===== src/rtl/regfile_arbiter.sv =====
// regfile_arbiter: two-port round-robin arbiter owning a DEPTH x WIDTH register file.
//
// After reset an init sequencer zeroes every entry (one per cycle, busy = 1). Afterwards at
// most one read or write is granted per cycle; read data is registered and returned one cycle
// after the grant.
//
// Ports:
//   clk, rst                   clock, asynchronous active-high reset
//   a_req/a_we/a_addr/a_wdata  requester A transaction (held until a_gnt)
//   a_gnt                      A accepted this cycle (combinational)
//   a_rvalid/a_rdata           registered read response for A
//   b_*                        same set for requester B
//   busy                       high while the init sequencer runs
//
// Optional feature macro: REGFILE_ARBITER_FORMAL_EN compiles in embedded immediate
// assert/assume/cover statements; behaviour is identical either way.

module regfile_arbiter #(
    parameter int unsigned DEPTH = 8,
    parameter int unsigned WIDTH = 8,
    parameter int unsigned AW    = $clog2(DEPTH)
) (
    input  logic             clk,
    input  logic             rst,
    input  logic             a_req,
    input  logic             a_we,
    input  logic [AW-1:0]    a_addr,
    input  logic [WIDTH-1:0] a_wdata,
    output logic             a_gnt,
    output logic             a_rvalid,
    output logic [WIDTH-1:0] a_rdata,
    input  logic             b_req,
    input  logic             b_we,
    input  logic [AW-1:0]    b_addr,
    input  logic [WIDTH-1:0] b_wdata,
    output logic             b_gnt,
    output logic             b_rvalid,
    output logic [WIDTH-1:0] b_rdata,
    output logic             busy
);

    typedef enum logic [0:0] {StInit, StRun} state_e;

    localparam logic [AW-1:0] LastIdx = AW'(DEPTH - 1);

    state_e           state_q, state_d;
    logic [AW-1:0]    init_cnt_q, init_cnt_d;
    logic             prio_q, prio_d;  // 0 = A preferred, 1 = B preferred
    logic [WIDTH-1:0] regs_q [DEPTH];
    logic             a_rvalid_q, b_rvalid_q;
    logic [WIDTH-1:0] a_rdata_q, b_rdata_q;

    always_comb begin
        state_d    = state_q;
        init_cnt_d = init_cnt_q;
        prio_d     = prio_q;
        a_gnt      = 1'b0;
        b_gnt      = 1'b0;
        busy       = 1'b0;
        case (state_q)
            StInit: begin
                busy       = 1'b1;
                init_cnt_d = init_cnt_q + 1'b1;
                if (init_cnt_q == LastIdx) begin
                    state_d = StRun;
                end
            end
            StRun: begin
                if (a_req && b_req) begin
                    a_gnt = ~prio_q;
                    b_gnt = prio_q;
                end else begin
                    a_gnt = a_req;
                    b_gnt = b_req;
                end
                // Priority passes to whichever requester was not just served.
                if (a_gnt) begin
                    prio_d = 1'b1;
                end else if (b_gnt) begin
                    prio_d = 1'b0;
                end
            end
            default: state_d = StInit;
        endcase
    end

    always_ff @(posedge clk or posedge rst) begin
        if (rst) begin
            state_q    <= StInit;
            init_cnt_q <= '0;
            prio_q     <= 1'b0;
            a_rvalid_q <= 1'b0;
            b_rvalid_q <= 1'b0;
            a_rdata_q  <= '0;
            b_rdata_q  <= '0;
        end else begin
            state_q    <= state_d;
            init_cnt_q <= init_cnt_d;
            prio_q     <= prio_d;
            a_rvalid_q <= a_gnt && !a_we;
            b_rvalid_q <= b_gnt && !b_we;
            if (a_gnt && !a_we) begin
                a_rdata_q <= regs_q[a_addr];
            end
            if (b_gnt && !b_we) begin
                b_rdata_q <= regs_q[b_addr];
            end
        end
    end

    // Storage has no reset; its contents are defined by the init sequencer instead.
    always_ff @(posedge clk) begin
        if (state_q == StInit) begin
            regs_q[init_cnt_q] <= '0;
        end else if (a_gnt && a_we) begin
            regs_q[a_addr] <= a_wdata;
        end else if (b_gnt && b_we) begin
            regs_q[b_addr] <= b_wdata;
        end
    end

    assign a_rvalid = a_rvalid_q;
    assign b_rvalid = b_rvalid_q;
    assign a_rdata  = a_rdata_q;
    assign b_rdata  = b_rdata_q;

`ifdef REGFILE_ARBITER_FORMAL_EN
    logic             f_past_valid;
    logic             f_a_wait, f_b_wait, f_contend;
    logic             f_a_we, f_b_we;
    logic [AW-1:0]    f_a_addr, f_b_addr, f_wr_addr;
    logic [WIDTH-1:0] f_a_wdata, f_b_wdata, f_a_past, f_b_past;
    logic             f_wr_valid;

    always_ff @(posedge clk or posedge rst) begin
        if (rst) begin
            f_past_valid <= 1'b0;
            f_a_wait     <= 1'b0;
            f_b_wait     <= 1'b0;
            f_contend    <= 1'b0;
            f_wr_valid   <= 1'b0;
        end else begin
            f_past_valid <= 1'b1;
            f_a_wait     <= a_req && !a_gnt && (state_q == StRun);
            f_b_wait     <= b_req && !b_gnt && (state_q == StRun);
            f_contend    <= a_req && b_req && (state_q == StRun);
            f_wr_valid   <= (a_gnt && a_we) || (b_gnt && b_we);
        end
    end

    // Snapshot of storage at the addressed entry, compared against the next-cycle read data.
    always_ff @(posedge clk) begin
        f_a_past  <= regs_q[a_addr];
        f_b_past  <= regs_q[b_addr];
        f_a_we    <= a_we;
        f_b_we    <= b_we;
        f_a_addr  <= a_addr;
        f_b_addr  <= b_addr;
        f_a_wdata <= a_wdata;
        f_b_wdata <= b_wdata;
        f_wr_addr <= a_gnt ? a_addr : b_addr;
    end

    always_comb begin
        assert (!(a_gnt && b_gnt));
        assert (!(busy && (a_gnt || b_gnt)));
        if (f_past_valid && a_rvalid) assert (a_rdata == f_a_past);
        if (f_past_valid && b_rvalid) assert (b_rdata == f_b_past);
        if (f_a_wait && (state_q == StRun)) assert (a_gnt);
        if (f_b_wait && (state_q == StRun)) assert (b_gnt);
        if (f_a_wait) assume (a_req && a_we == f_a_we && a_addr == f_a_addr
                              && a_wdata == f_a_wdata);
        if (f_b_wait) assume (b_req && b_we == f_b_we && b_addr == f_b_addr
                              && b_wdata == f_b_wdata);
        cover (f_contend && a_req && b_req && (a_gnt || b_gnt));
        cover (f_wr_valid && ((a_gnt && !a_we && a_addr == f_wr_addr)
                              || (b_gnt && !b_we && b_addr == f_wr_addr)));
    end
`endif

endmodule


===== config.mk =====
export PLATFORM = sky130hd
export DESIGN_NAME = regfile_arbiter
export DESIGN_NICKNAME = d
export VERILOG_FILES = /design/src/rtl/regfile_arbiter.sv
export SDC_FILE = /design/constraint.sdc
export NUM_CORES = 1
export LEC_CHECK = 0
export BUFFER_PORTS_ARGS = -buffer_cell sky130_fd_sc_hd__buf_2
export CORE_MARGIN = 10
export CORE_UTILIZATION = 58
export DETAILED_ROUTE_END_ITERATION = 10
export GPL_ROUTABILITY_DRIVEN = 0
export GPL_TIMING_DRIVEN = 0
export PLACE_DENSITY_LB_ADDON = 0.05
export SETUP_SLACK_MARGIN = 0.05
export SYNTH_ARGS = -nofsm -noshare
export SYNTH_HDL_FRONTEND = slang
export SYNTH_SLANG_ARGS = --single-unit

===== constraint.sdc =====
create_clock -name clk -period 3 [get_ports clk]
set_clock_uncertainty 0.1 [all_clocks]
set_input_delay 0 -clock clk [delete_from_list [all_inputs] [get_ports clk]]
set_output_delay 0 -clock clk [all_outputs]
set_load 0.005 [all_outputs]

### Yosys cells after proc, flatten, opt, wreduce, memory -nomap -nowiden

Memory sizes are Yosys's and may differ from the RTL's. A register that Yosys moved wholly into a read port is not among the register bits.
Index checks and enable logic that the tools add are counted.

* bits in registers: 7
* RAM bits: 64
* memories: 1

Memory list
* regs_q: words 8, bits a word 8, read ports 2, clocked after memory_dff 2, write ports 1, RTL line 49 `logic [WIDTH-1:0] regs_q [DEPTH];`

* $add $sub $neg: 1
* eq/ne operators: 1
* muxes and demuxes: 24
* reduce and logical (&&, ||, !) cells: 11
* bitwise operators: 1

Operator list (number)
* 1-bit 2-to-1 mux: 20
* 8-bit 2-to-1 mux: 2
* 8-bit OR reduction: 2
* 3-bit 2-to-1 mux: 2
* 1-bit logical AND: 5
* 3-bit by 1-bit adder with 3-bit output (second input constant): 1
* 3-bit == test (second input constant): 1
* 1-bit zero test: 2
* 2-bit AND reduction: 1
* 2-bit nonzero test: 1
* 1-bit inverter: 1

### Logic depth before layout (Yosys ltp)

Gate-level depths: netlist of run 1.

* depth after elaboration: 11
* gate-level depth with buffers: 7
* mapped depth without buffers: 4

### Least setup slack after synthesis of run 1

Ideal clock, no wire load.

* path type: reg2reg
* start point: register prio_q
* end point: memory regs_q[1][0] (enable)
* data required time: 2.517 ns
* path slack: 0.571 ns
* arrival time: 1.946 ns
* stages on the path, launching flop included: 6
* library setup time: 0.383 ns
* path through: dfrtp_1 > and2_1 > buf_6 > o31a_1 > o31a_2 > nor3_1

* word-level cells in the longest chain between the ends: 11

Ends and longest elaborated chain
* from (decl): RTL line 48 `logic prio_q, prio_d;`
* from (signal assigned): RTL line 99 `prio_q <= prio_d;`
* 1-bit inverter: RTL line 70 `a_gnt = ~prio_q;`
* 1-bit 2-to-1 mux: RTL line 69 `if (a_req && b_req) begin`
* 1-bit 2-to-1 mux (2 in a row): RTL line 60 `case (state_q)`
* 1-bit logical AND: RTL line 115 `end else if (a_gnt && a_we) begin`
* 1-bit 2-to-1 mux: RTL line 115
* 1-bit 2-to-1 mux: RTL line 113 `if (state_q == StInit) begin`
* 1-bit 2-to-1 mux (not written as such): RTL line 116 `regs_q[a_addr] <= a_wdata;`
* 8-bit OR reduction (no line)
* 3-bit 2-to-1 mux (no line) or 1-bit 2-to-1 mux (tied branches) (2 in a row)
* to (decl): RTL line 49

Several ways; a longest one is shown, not always the timed one. The select of a mux whose other input is x is not followed.

### Worst setup path in the final report of run 1

* start point: register prio_q
* end point: memory regs_q[4][5] (enable)

Same word-level chain as after synthesis.

==> impl_metrics.prom, run 1 <==
# TYPE chip_impl_metric gauge
chip_impl_metric{name="areaGrowthSynthToFinish",unit="%"} 15.0
chip_impl_metric{name="finalSetupViolations",unit=""} 0
chip_impl_metric{name="core_area",unit="sq um"} 6760
chip_impl_metric{name="synth_async_sr_flop_share",unit="%"} 26.4
chip_impl_info{name="rsz_0062_raised_after_global_routing",value="no"} 1
chip_impl_metric{name="register_bit_total_from_synthesis",unit=""} 87
chip_impl_info{name="endpoint_kind_of_the_worst_setup_timing_path",value="register"} 1
chip_impl_metric{name="worst_ir_drop_vdd",unit="mV"} 0.389
chip_impl_metric{name="worst-endpoint-arrival",unit="ns"} 2.61
chip_impl_metric{name="max-cap-violations",unit=""} 0
chip_impl_metric{name="postRouteAntennaNets",unit=""} 0
chip_impl_info{name="tritoncts_clock_tree",value="done"} 1
chip_impl_info{name="synth_top_area_cell",value="sky130_fd_sc_hd__edfxtp_1"} 1
chip_impl_metric{name="crit_fanout",unit=""} 10
chip_impl_metric{name="cts.reportedPaths.clkPinSlew",unit="ns"} 0.09
chip_impl_metric{name="synth_largest_type_area_fraction",unit="%"} 47.8
chip_impl_metric{name="timing_hold_violations_final",unit=""} 0
chip_impl_metric{name="design.portCount",unit=""} 49
chip_impl_info{name="worstSetupStartpointType",value="register"} 1
chip_impl_metric{name="finalHoldWorstSlack",unit="ns"} 0.00983
chip_impl_metric{name="postSynthNetCount",unit=""} 273
chip_impl_metric{name="report.power.total",unit="uW"} 2630
chip_impl_metric{name="wl_per_cell",unit="um"} 22.6
chip_impl_metric{name="die_h",unit="um"} 103
chip_impl_metric{name="finalMaxSlewViolations",unit=""} 0
chip_impl_metric{name="tightest_slew",unit="ns"} 0.954
chip_impl_metric{name="fp.dieW",unit="um"} 103
chip_impl_metric{name="ctsHtreeMaxLevel",unit=""} 3
chip_impl_metric{name="power.leakage",unit="uW"} 0.00179
chip_impl_metric{name="synth.distinct_cells",unit=""} 38
chip_impl_metric{name="drt_first_iter_violations",unit=""} 127
chip_impl_metric{name="instances_no_fill",unit=""} 384
chip_impl_info{name="cts-root-buf",value="sky130_fd_sc_hd__clkbuf_8"} 1
chip_impl_metric{name="largest_net_degree_at_the_start_of_global_routing",unit=""} 24
chip_impl_metric{name="initial_utilization",unit="%"} 59.5
chip_impl_metric{name="n_antenna_cell",unit=""} 0
chip_impl_metric{name="route.detailed.drc",unit=""} 0
chip_impl_metric{name="die_area",unit="sq um"} 10700
chip_impl_info{name="hp-class",value="input port to register"} 1
chip_impl_metric{name="final_period_minus_worst_setup_slack",unit="ns"} 2.73
chip_impl_metric{name="via_per_inst",unit=""} 6.22
chip_impl_info{name="synth-main-ff-cell",value="sky130_fd_sc_hd__edfxtp_1"} 1
chip_impl_metric{name="grt.overflow.total",unit=""} 0
chip_impl_metric{name="synth_seq_area_share",unit="%"} 62.1
chip_impl_metric{name="antenna_found_initial",unit=""} 0
chip_impl_metric{name="cts_buffers",unit=""} 9
chip_impl_metric{name="dp_hpwl",unit="mm"} 6.12
chip_impl_metric{name="number_of_global_route_vias_before_repair",unit=""} 2490
chip_impl_metric{name="max-slew-margin-rel",unit="%"} 36.0
chip_impl_metric{name="netlist_area",unit="sq um"} 4020
chip_impl_metric{name="netlist_instances",unit=""} 243
chip_impl_metric{name="post_route_cells_drive_above_1_share",unit="%"} 39.1
chip_impl_metric{name="seqCellArea",unit="sq um"} 2500
chip_impl_metric{name="gr-usage-all-layers",unit="%"} 17.3
chip_impl_metric{name="final.setup.tns",unit="ns"} 0
chip_impl_metric{name="n_fill_cell",unit=""} 459
chip_impl_metric{name="grt_pass1_wl",unit="mm"} 13.3
chip_impl_metric{name="yosysWarnings",unit=""} 0
chip_impl_metric{name="clkLatencyLatePin",unit="ns"} 0.36
chip_impl_metric{name="timing.final.crit_share",unit="%"} 91.1
chip_impl_metric{name="rows",unit=""} 30
chip_impl_metric{name="number_of_cells_after_detailed_placement",unit=""} 366
chip_impl_metric{name="powerDensity",unit="nW/um^2"} 569
chip_impl_info{name="synth.top_cells.by_area",value="sky130_fd_sc_hd__edfxtp_1, sky130_fd_sc_hd__mux4_2, sky130_fd_sc_hd__dfrtp_1"} 1
chip_impl_metric{name="multiInputGateArea",unit="sq um"} 1460
chip_impl_metric{name="fmaxAchievable",unit="GHz"} 0.366
chip_impl_metric{name="number_of_nets_in_the_finished_design",unit=""} 329
chip_impl_metric{name="wirelength",unit="mm"} 8.68
chip_impl_info{name="path_class",value="register to register"} 1
chip_impl_info{name="status",value="finished, final reports clean"} 1
chip_impl_metric{name="postSynthAreaPerCell",unit="sq um"} 16.5
chip_impl_metric{name="place.port_buffers",unit=""} 43
chip_impl_metric{name="worst_ep_required_time",unit="ns"} 2.88
chip_impl_metric{name="number_of_enable_type_register_cells_in_the_synthesized_netlist",unit=""} 64
chip_impl_metric{name="route.vias.total",unit=""} 2390
chip_impl_metric{name="cts.path.max_buffers",unit=""} 2
chip_impl_metric{name="cts.repair_timing.setup_buffer_count",unit=""} 0
chip_impl_metric{name="clock_sink_count",unit=""} 87
chip_impl_metric{name="drt_pass1_iterations",unit=""} 4
-- placed cells by master, fill, tap and decap left out, types with 3 or more instances in the layout --
master	instances
sky130_fd_sc_hd__nor2_1	4
sky130_fd_sc_hd__buf_4	3
sky130_fd_sc_hd__nor4_1	3
sky130_fd_sc_hd__inv_1	6
sky130_fd_sc_hd__o21ai_1	9
sky130_fd_sc_hd__a22o_1	8
sky130_fd_sc_hd__dfrtp_1	23
sky130_fd_sc_hd__clkbuf_1	5
sky130_fd_sc_hd__o21ai_0	7
sky130_fd_sc_hd__nor3_2	9
sky130_fd_sc_hd__nand2_1	20
sky130_fd_sc_hd__buf_2	47
sky130_fd_sc_hd__mux2i_1	16
sky130_fd_sc_hd__mux4_2	32
sky130_fd_sc_hd__edfxtp_1	64
sky130_fd_sc_hd__clkbuf_8	9
-- worst max-delay path, cell delays in order, from the launching register on --
cell,delay (ns)
sky130_fd_sc_hd__dfrtp_1,0.41
sky130_fd_sc_hd__nor2b_1,0.44
sky130_fd_sc_hd__nor3_4,0.18
sky130_fd_sc_hd__o31a_2,0.44
sky130_fd_sc_hd__nor3_2,0.78
-- metrics by stage --
stage	worst slack (ns)	utilization (%)	area, sq um
CTS	0.135	68.3	4620
floorplan	0.571	-	4020
detailed placement	-0.259	64.5	4360
global placement	-0.321	64.2	4340
finish	0.268	68.4	4620
global route	0.164	68.4	4620
-- where the power goes --
group	internal [uW]	switching (uW)
sequential	1380	34.2
clock	444	431
combinational	154	190
total	1980	655
-- cells by family (layout without fill, tap and decap cells) --
group / count (synthesis) / in the layout / share of synthesized area (%)
flip-flops: 87 / 87 / 62.1
multiplexers: 50 / 50 / 22.5
AND/OR/NAND/NOR: 50 / 50 / 6.38
AO/OA/AOI/OAI: 32 / 32 / 5.45
buffers and inverters: 21 / 82 / 2.74
adder cells (fa/ha/maj): 2 / 2 / 0.622
XOR/XNOR: 1 / 1 / 0.218
-- path summary, 6_finish.rpt --
kind                                        start                endpoint  slack, ns  cells past startpoint
setup / recovery               prio_q$_DFFE_PP0P_  regs_q[4][5]$_DFFE_PP_       0.27                      4
hold / removal                         b_wdata[6]  regs_q[3][6]$_DFFE_PP_       0.01                      2
setup reg to reg               prio_q$_DFFE_PP0P_  regs_q[4][5]$_DFFE_PP_       0.27                      4
hold reg to reg            b_rdata[2]$_DFFE_PP0P_  b_rdata[2]$_DFFE_PP0P_       0.38                      2
max in group asynchronous                     rst  a_rdata[0]$_DFFE_PP0P_       2.04                      3
min in group asynchronous                     rst  b_rdata[4]$_DFFE_PP0P_       0.24                      3
-- Yosys cell counts (2+ instances only) --
cell / instances
sky130_fd_sc_hd__nand3_1: 2
sky130_fd_sc_hd__ha_1: 2
sky130_fd_sc_hd__mux2_2: 2
sky130_fd_sc_hd__buf_4: 3
sky130_fd_sc_hd__inv_1: 6
sky130_fd_sc_hd__nor2_1: 4
sky130_fd_sc_hd__nor3_2: 2
sky130_fd_sc_hd__clkbuf_1: 5
sky130_fd_sc_hd__nand2_1: 20
sky130_fd_sc_hd__nor3_1: 10
sky130_fd_sc_hd__edfxtp_1: 64
sky130_fd_sc_hd__o21ai_1: 9
sky130_fd_sc_hd__nor4_1: 3
sky130_fd_sc_hd__buf_2: 4
sky130_fd_sc_hd__dfrtp_1: 23
sky130_fd_sc_hd__mux2i_1: 16
sky130_fd_sc_hd__mux4_2: 32
sky130_fd_sc_hd__a22o_1: 8
sky130_fd_sc_hd__buf_6: 2
sky130_fd_sc_hd__and2_1: 2
sky130_fd_sc_hd__o21ai_0: 7
-- final cells by class --
cell class / instances / share of cell area [%]
sequential: 87 / 54.0
multi-input combinational: 135 / 31.6
timing repair buffer: 45 / 5.09
clock buffer: 10 / 3.22
tap: 80 / 2.17
buffer: 14 / 1.81
clock inverter: 6 / 1.57
inverter: 7 / 0.568
-- registers in the layout (all words and copies together) (netlist names) --
signal      flops
a_rdata         8
regs_q         64
state_q         1
prio_q          1
b_rvalid        1
init_cnt_q      3
b_rdata         8
a_rvalid        1
-- layer usage --
layer	GRT usage (%)	up-vias	wire, um
li1	-	1086	-
met1	20.9	1182	3500
met2	29.8	109	4410
met3	3.26	13	634
met4	7.38	0	135
met5	0	-	0
-- what timing repair did --
action / 4_1_cts / 5_1_grt
endpoints found under the hold margin: 24 / 0
resized for setup: 4 / 1
cloned: 0 / 0
hold buffers: 2 / 0
setup endpoints to repair: 32 / 31
Power figures use the tool's default switching activity.
==> run 2: changes to the inputs <==
Settings changed: CELL_PAD_IN_SITES_DETAIL_PLACEMENT from default to 2, CELL_PAD_IN_SITES_GLOBAL_PLACEMENT from default to 2, CORE_UTILIZATION 58 to 42.
==> run 2 against run 1 <==
Compared with the run above: via count increased by 2.4%; total power down 0.21%; core utilization is 18 points lower; largest cell class unchanged; non-clock buffer count up 4; maximum frequency down 2.8%; first-iteration DRC count decreased by 7.9%; combinational power grew 3%; critical endpoint is now regs_q[0][4]$_DFFE_PP_; wire length grew 18%.
==> impl_metrics.prom, run 2 (synthesis results as in run 1) <==
# TYPE chip_impl_metric gauge
chip_impl_info{name="status",value="finished, final reports clean"} 1
chip_impl_metric{name="route.detailed.drc",unit=""} 0
chip_impl_metric{name="grt_pass1_wl",unit="mm"} 16.2
chip_impl_metric{name="final.setup.tns",unit="ns"} 0
chip_impl_metric{name="max-slew-margin-rel",unit="%"} 42.0
chip_impl_info{name="path_class",value="register to register"} 1
chip_impl_metric{name="crit_fanout",unit=""} 10
chip_impl_metric{name="areaGrowthSynthToFinish",unit="%"} 15.9
chip_impl_info{name="min_to",value="prio_q$_DFFE_PP0P_"} 1
chip_impl_info{name="rsz_0062_raised_after_global_routing",value="yes"} 1
chip_impl_info{name="cts-root-buf",value="sky130_fd_sc_hd__clkbuf_8"} 1
chip_impl_metric{name="cts.reportedPaths.clkPinSlew",unit="ns"} 0.08
chip_impl_metric{name="core_area",unit="sq um"} 9280
chip_impl_info{name="regToRegStartpoint",value="prio_q$_DFFE_PP0P_"} 1
chip_impl_metric{name="area_of_all_placed_cells_without_fillers",unit="sq um"} 4660
chip_impl_metric{name="max-cap-violations",unit=""} 0
chip_impl_metric{name="tightest_slew",unit="ns"} 0.869
chip_impl_info{name="cell_class_contributing_the_biggest_share_of_worst_path_delay",value="simple AND/OR/NAND/NOR gates"} 1
chip_impl_info{name="hp-class",value="input port to register"} 1
chip_impl_metric{name="reg2regPathDepth",unit=""} 5
chip_impl_info{name="tritoncts_clock_tree",value="done"} 1
chip_impl_metric{name="timing_hold_violations_final",unit=""} 0
chip_impl_metric{name="route.vias.total",unit=""} 2448
chip_impl_metric{name="design.portCount",unit=""} 49
chip_impl_metric{name="rows",unit=""} 35
chip_impl_metric{name="wirelength",unit="mm"} 10.2
chip_impl_metric{name="finalMaxSlewViolations",unit=""} 0
chip_impl_metric{name="fmaxAchievable",unit="GHz"} 0.356
chip_impl_metric{name="post_route_cells_drive_above_1_share",unit="%"} 37.0
chip_impl_metric{name="final_period_minus_worst_setup_slack",unit="ns"} 2.81
chip_impl_metric{name="gr-usage-all-layers",unit="%"} 15.2
chip_impl_metric{name="wl_per_cell",unit="um"} 23.4
chip_impl_info{name="largest-register",value="regs_q"} 1
chip_impl_metric{name="largest_net_degree_at_the_start_of_global_routing",unit=""} 24
chip_impl_info{name="critical-path-slowest-cell",value="sky130_fd_sc_hd__nor3_1"} 1
chip_impl_metric{name="initial_utilization",unit="%"} 43.3
chip_impl_metric{name="critical-path-max-stage-delay",unit="ns"} 0.61
chip_impl_metric{name="number_of_nets_in_the_finished_design",unit=""} 333
chip_impl_metric{name="postLayoutCoreUtil",unit="%"} 50.2
chip_impl_metric{name="timing.final.crit_share",unit="%"} 93.7
chip_impl_metric{name="power.leakage",unit="uW"} 0.00180
chip_impl_metric{name="clkLatencyLatePin",unit="ns"} 0.36
chip_impl_metric{name="cts.path.max_buffers",unit=""} 2
chip_impl_metric{name="drt_pass1_iterations",unit=""} 4
chip_impl_metric{name="antenna_found_initial",unit=""} 0
chip_impl_info{name="endpoint_kind_of_the_worst_setup_timing_path",value="register"} 1
chip_impl_metric{name="powerDensity",unit="nW/um^2"} 563
chip_impl_metric{name="timing.final.ws_setup",unit="ns"} 0.190
chip_impl_info{name="layout_common_cells",value="sky130_fd_sc_hd__edfxtp_1, sky130_fd_sc_hd__buf_2, sky130_fd_sc_hd__mux4_2, sky130_fd_sc_hd__dfrtp_1, sky130_fd_sc_hd__nand2_1"} 1
chip_impl_metric{name="fp.dieW",unit="um"} 118
chip_impl_info{name="worstSetupStartpointType",value="register"} 1
chip_impl_metric{name="worst_ep_required_time",unit="ns"} 2.96
chip_impl_metric{name="critical_path_buf_inv_count",unit=""} 1
chip_impl_metric{name="die_area",unit="sq um"} 13900
chip_impl_metric{name="largest_register_ffs",unit=""} 64
chip_impl_metric{name="cts_buffers",unit=""} 9
chip_impl_metric{name="worst_ir_drop_vdd",unit="mV"} 0.257
chip_impl_info{name="worst_hold_startpoint",value="a_req"} 1
chip_impl_metric{name="finalSetupViolations",unit=""} 0
chip_impl_metric{name="grt.overflow.total",unit=""} 0
chip_impl_metric{name="place.port_buffers",unit=""} 43
chip_impl_metric{name="n_antenna_cell",unit=""} 0
chip_impl_metric{name="drt_first_iter_violations",unit=""} 117
chip_impl_metric{name="clock_sink_count",unit=""} 87
chip_impl_metric{name="reg2reg_setup_slack",unit="ns"} 0.19
chip_impl_metric{name="via_per_inst",unit=""} 5.60
chip_impl_metric{name="finalHoldWorstSlack",unit="ns"} 0.0322
chip_impl_info{name="r2r_end",value="regs_q[0][4]$_DFFE_PP_"} 1
chip_impl_metric{name="number_of_global_route_vias_before_repair",unit=""} 2704
chip_impl_metric{name="dp_hpwl",unit="mm"} 7.73
chip_impl_metric{name="ctsHtreeMaxLevel",unit=""} 3
chip_impl_metric{name="holdPathStages",unit=""} 4
chip_impl_info{name="most_common_cell_after_layout_fill_and_taps_aside",value="sky130_fd_sc_hd__edfxtp_1"} 1
chip_impl_info{name="path_cells",value="nor2b_1, nor3_4, o31a_2, nor3_1, buf_2"} 1
chip_impl_metric{name="dpl_cell_area",unit="sq um"} 4430
chip_impl_metric{name="placement.setup.worst_slack",unit="ns"} -0.172
chip_impl_metric{name="postRouteAntennaNets",unit=""} 0
chip_impl_metric{name="worst-endpoint-arrival",unit="ns"} 2.77
chip_impl_metric{name="die_h",unit="um"} 118
run 2: cell types whose count changed in the layout (fill, tap and decap cells not counted), moves of 2 or more:
cell	change
sky130_fd_sc_hd__inv_6	-2
sky130_fd_sc_hd__nor3_2	-5
sky130_fd_sc_hd__clkinv_4	-2
sky130_fd_sc_hd__buf_4	+2
sky130_fd_sc_hd__buf_2	+3
sky130_fd_sc_hd__clkinv_1	+4
sky130_fd_sc_hd__nor3_1	+5
run 2: stage by stage:
| step | total power, uW | cells |
|---|---|---|
| floorplan | 1640 | 243 |
| global placement | 1780 | 415 |
| detailed placement | 1800 | 420 |
| CTS | 2650 | 437 |
| global route | 2750 | 437 |
| finish | 2620 | 437 |
run 2: routing by layer:
layer  GRT usage [%]  vias up  share of wire (%)
met2            24.3       68                 49
met4            4.71        0                1.1
met1            20.1     1275                 44
li1                -     1096                  -
met3            3.50        9                5.2
met5               0        -                  0
run 2: tightest hold or removal path, stage by stage:
cell and delay [ns]:
sky130_fd_sc_hd__buf_2 0.11, sky130_fd_sc_hd__and2_1 0.19, sky130_fd_sc_hd__nor2_1 0.10, sky130_fd_sc_hd__a21oi_1 0.05
run 2: worst max path at each step:
| stage | startpoint | cells after the start | end | slack (ns) |
|---|---|---|---|---|
| final | prio_q$_DFFE_PP0P_ | 5 | regs_q[0][4]$_DFFE_PP_ | 0.19 |
| after global routing | prio_q$_DFFE_PP0P_ | 5 | regs_q[0][2]$_DFFE_PP_ | -0.03 |
| after CTS | prio_q$_DFFE_PP0P_ | 5 | regs_q[0][4]$_DFFE_PP_ | 0.13 |
| after detailed placement | state_q$_DFF_PP0_ | 5 | regs_q[3][4]$_DFFE_PP_ | -0.17 |
| after global placement | prio_q$_DFFE_PP0P_ | 4 | regs_q[1][4]$_DFFE_PP_ | -0.12 |
| after floorplan | prio_q$_DFFE_PP0P_ | 5 | regs_q[1][0]$_DFFE_PP_ | 0.57 |
run 2: layout make-up:
type	instances	area, sq um
clock buffers	10	128
multi-input cells	135	1430
repair buffers	49	255
fillers	910	4620
clock inverters	6	75.1
flip-flops and latches	87	2500
well taps	129	161
inverters	7	26.3
plain buffers	14	83.8
run 2: power breakdown:
| group | switching [uW] | internal [uW] | leakage (uW) | total (uW) |
|---|---|---|---|---|
| Combinational | 199 | 155 | 0.000815 | 354 |
| Sequential | 35.7 | 1380 | 0.000885 | 1410 |
| Clock | 399 | 458 | 0.000100 | 857 |
| Total | 634 | 1990 | 0.00180 | 2620 |
run 2: what timing repair did:
| action | CTS | global route |
|---|---|---|
| hold endpoints to repair | 23 | 0 |
| setup buffers | 0 | 0 |
| setup endpoints to repair | 16 | 20 |
| hold buffers | 1 | 0 |
| resized for setup | 2 | 1 |
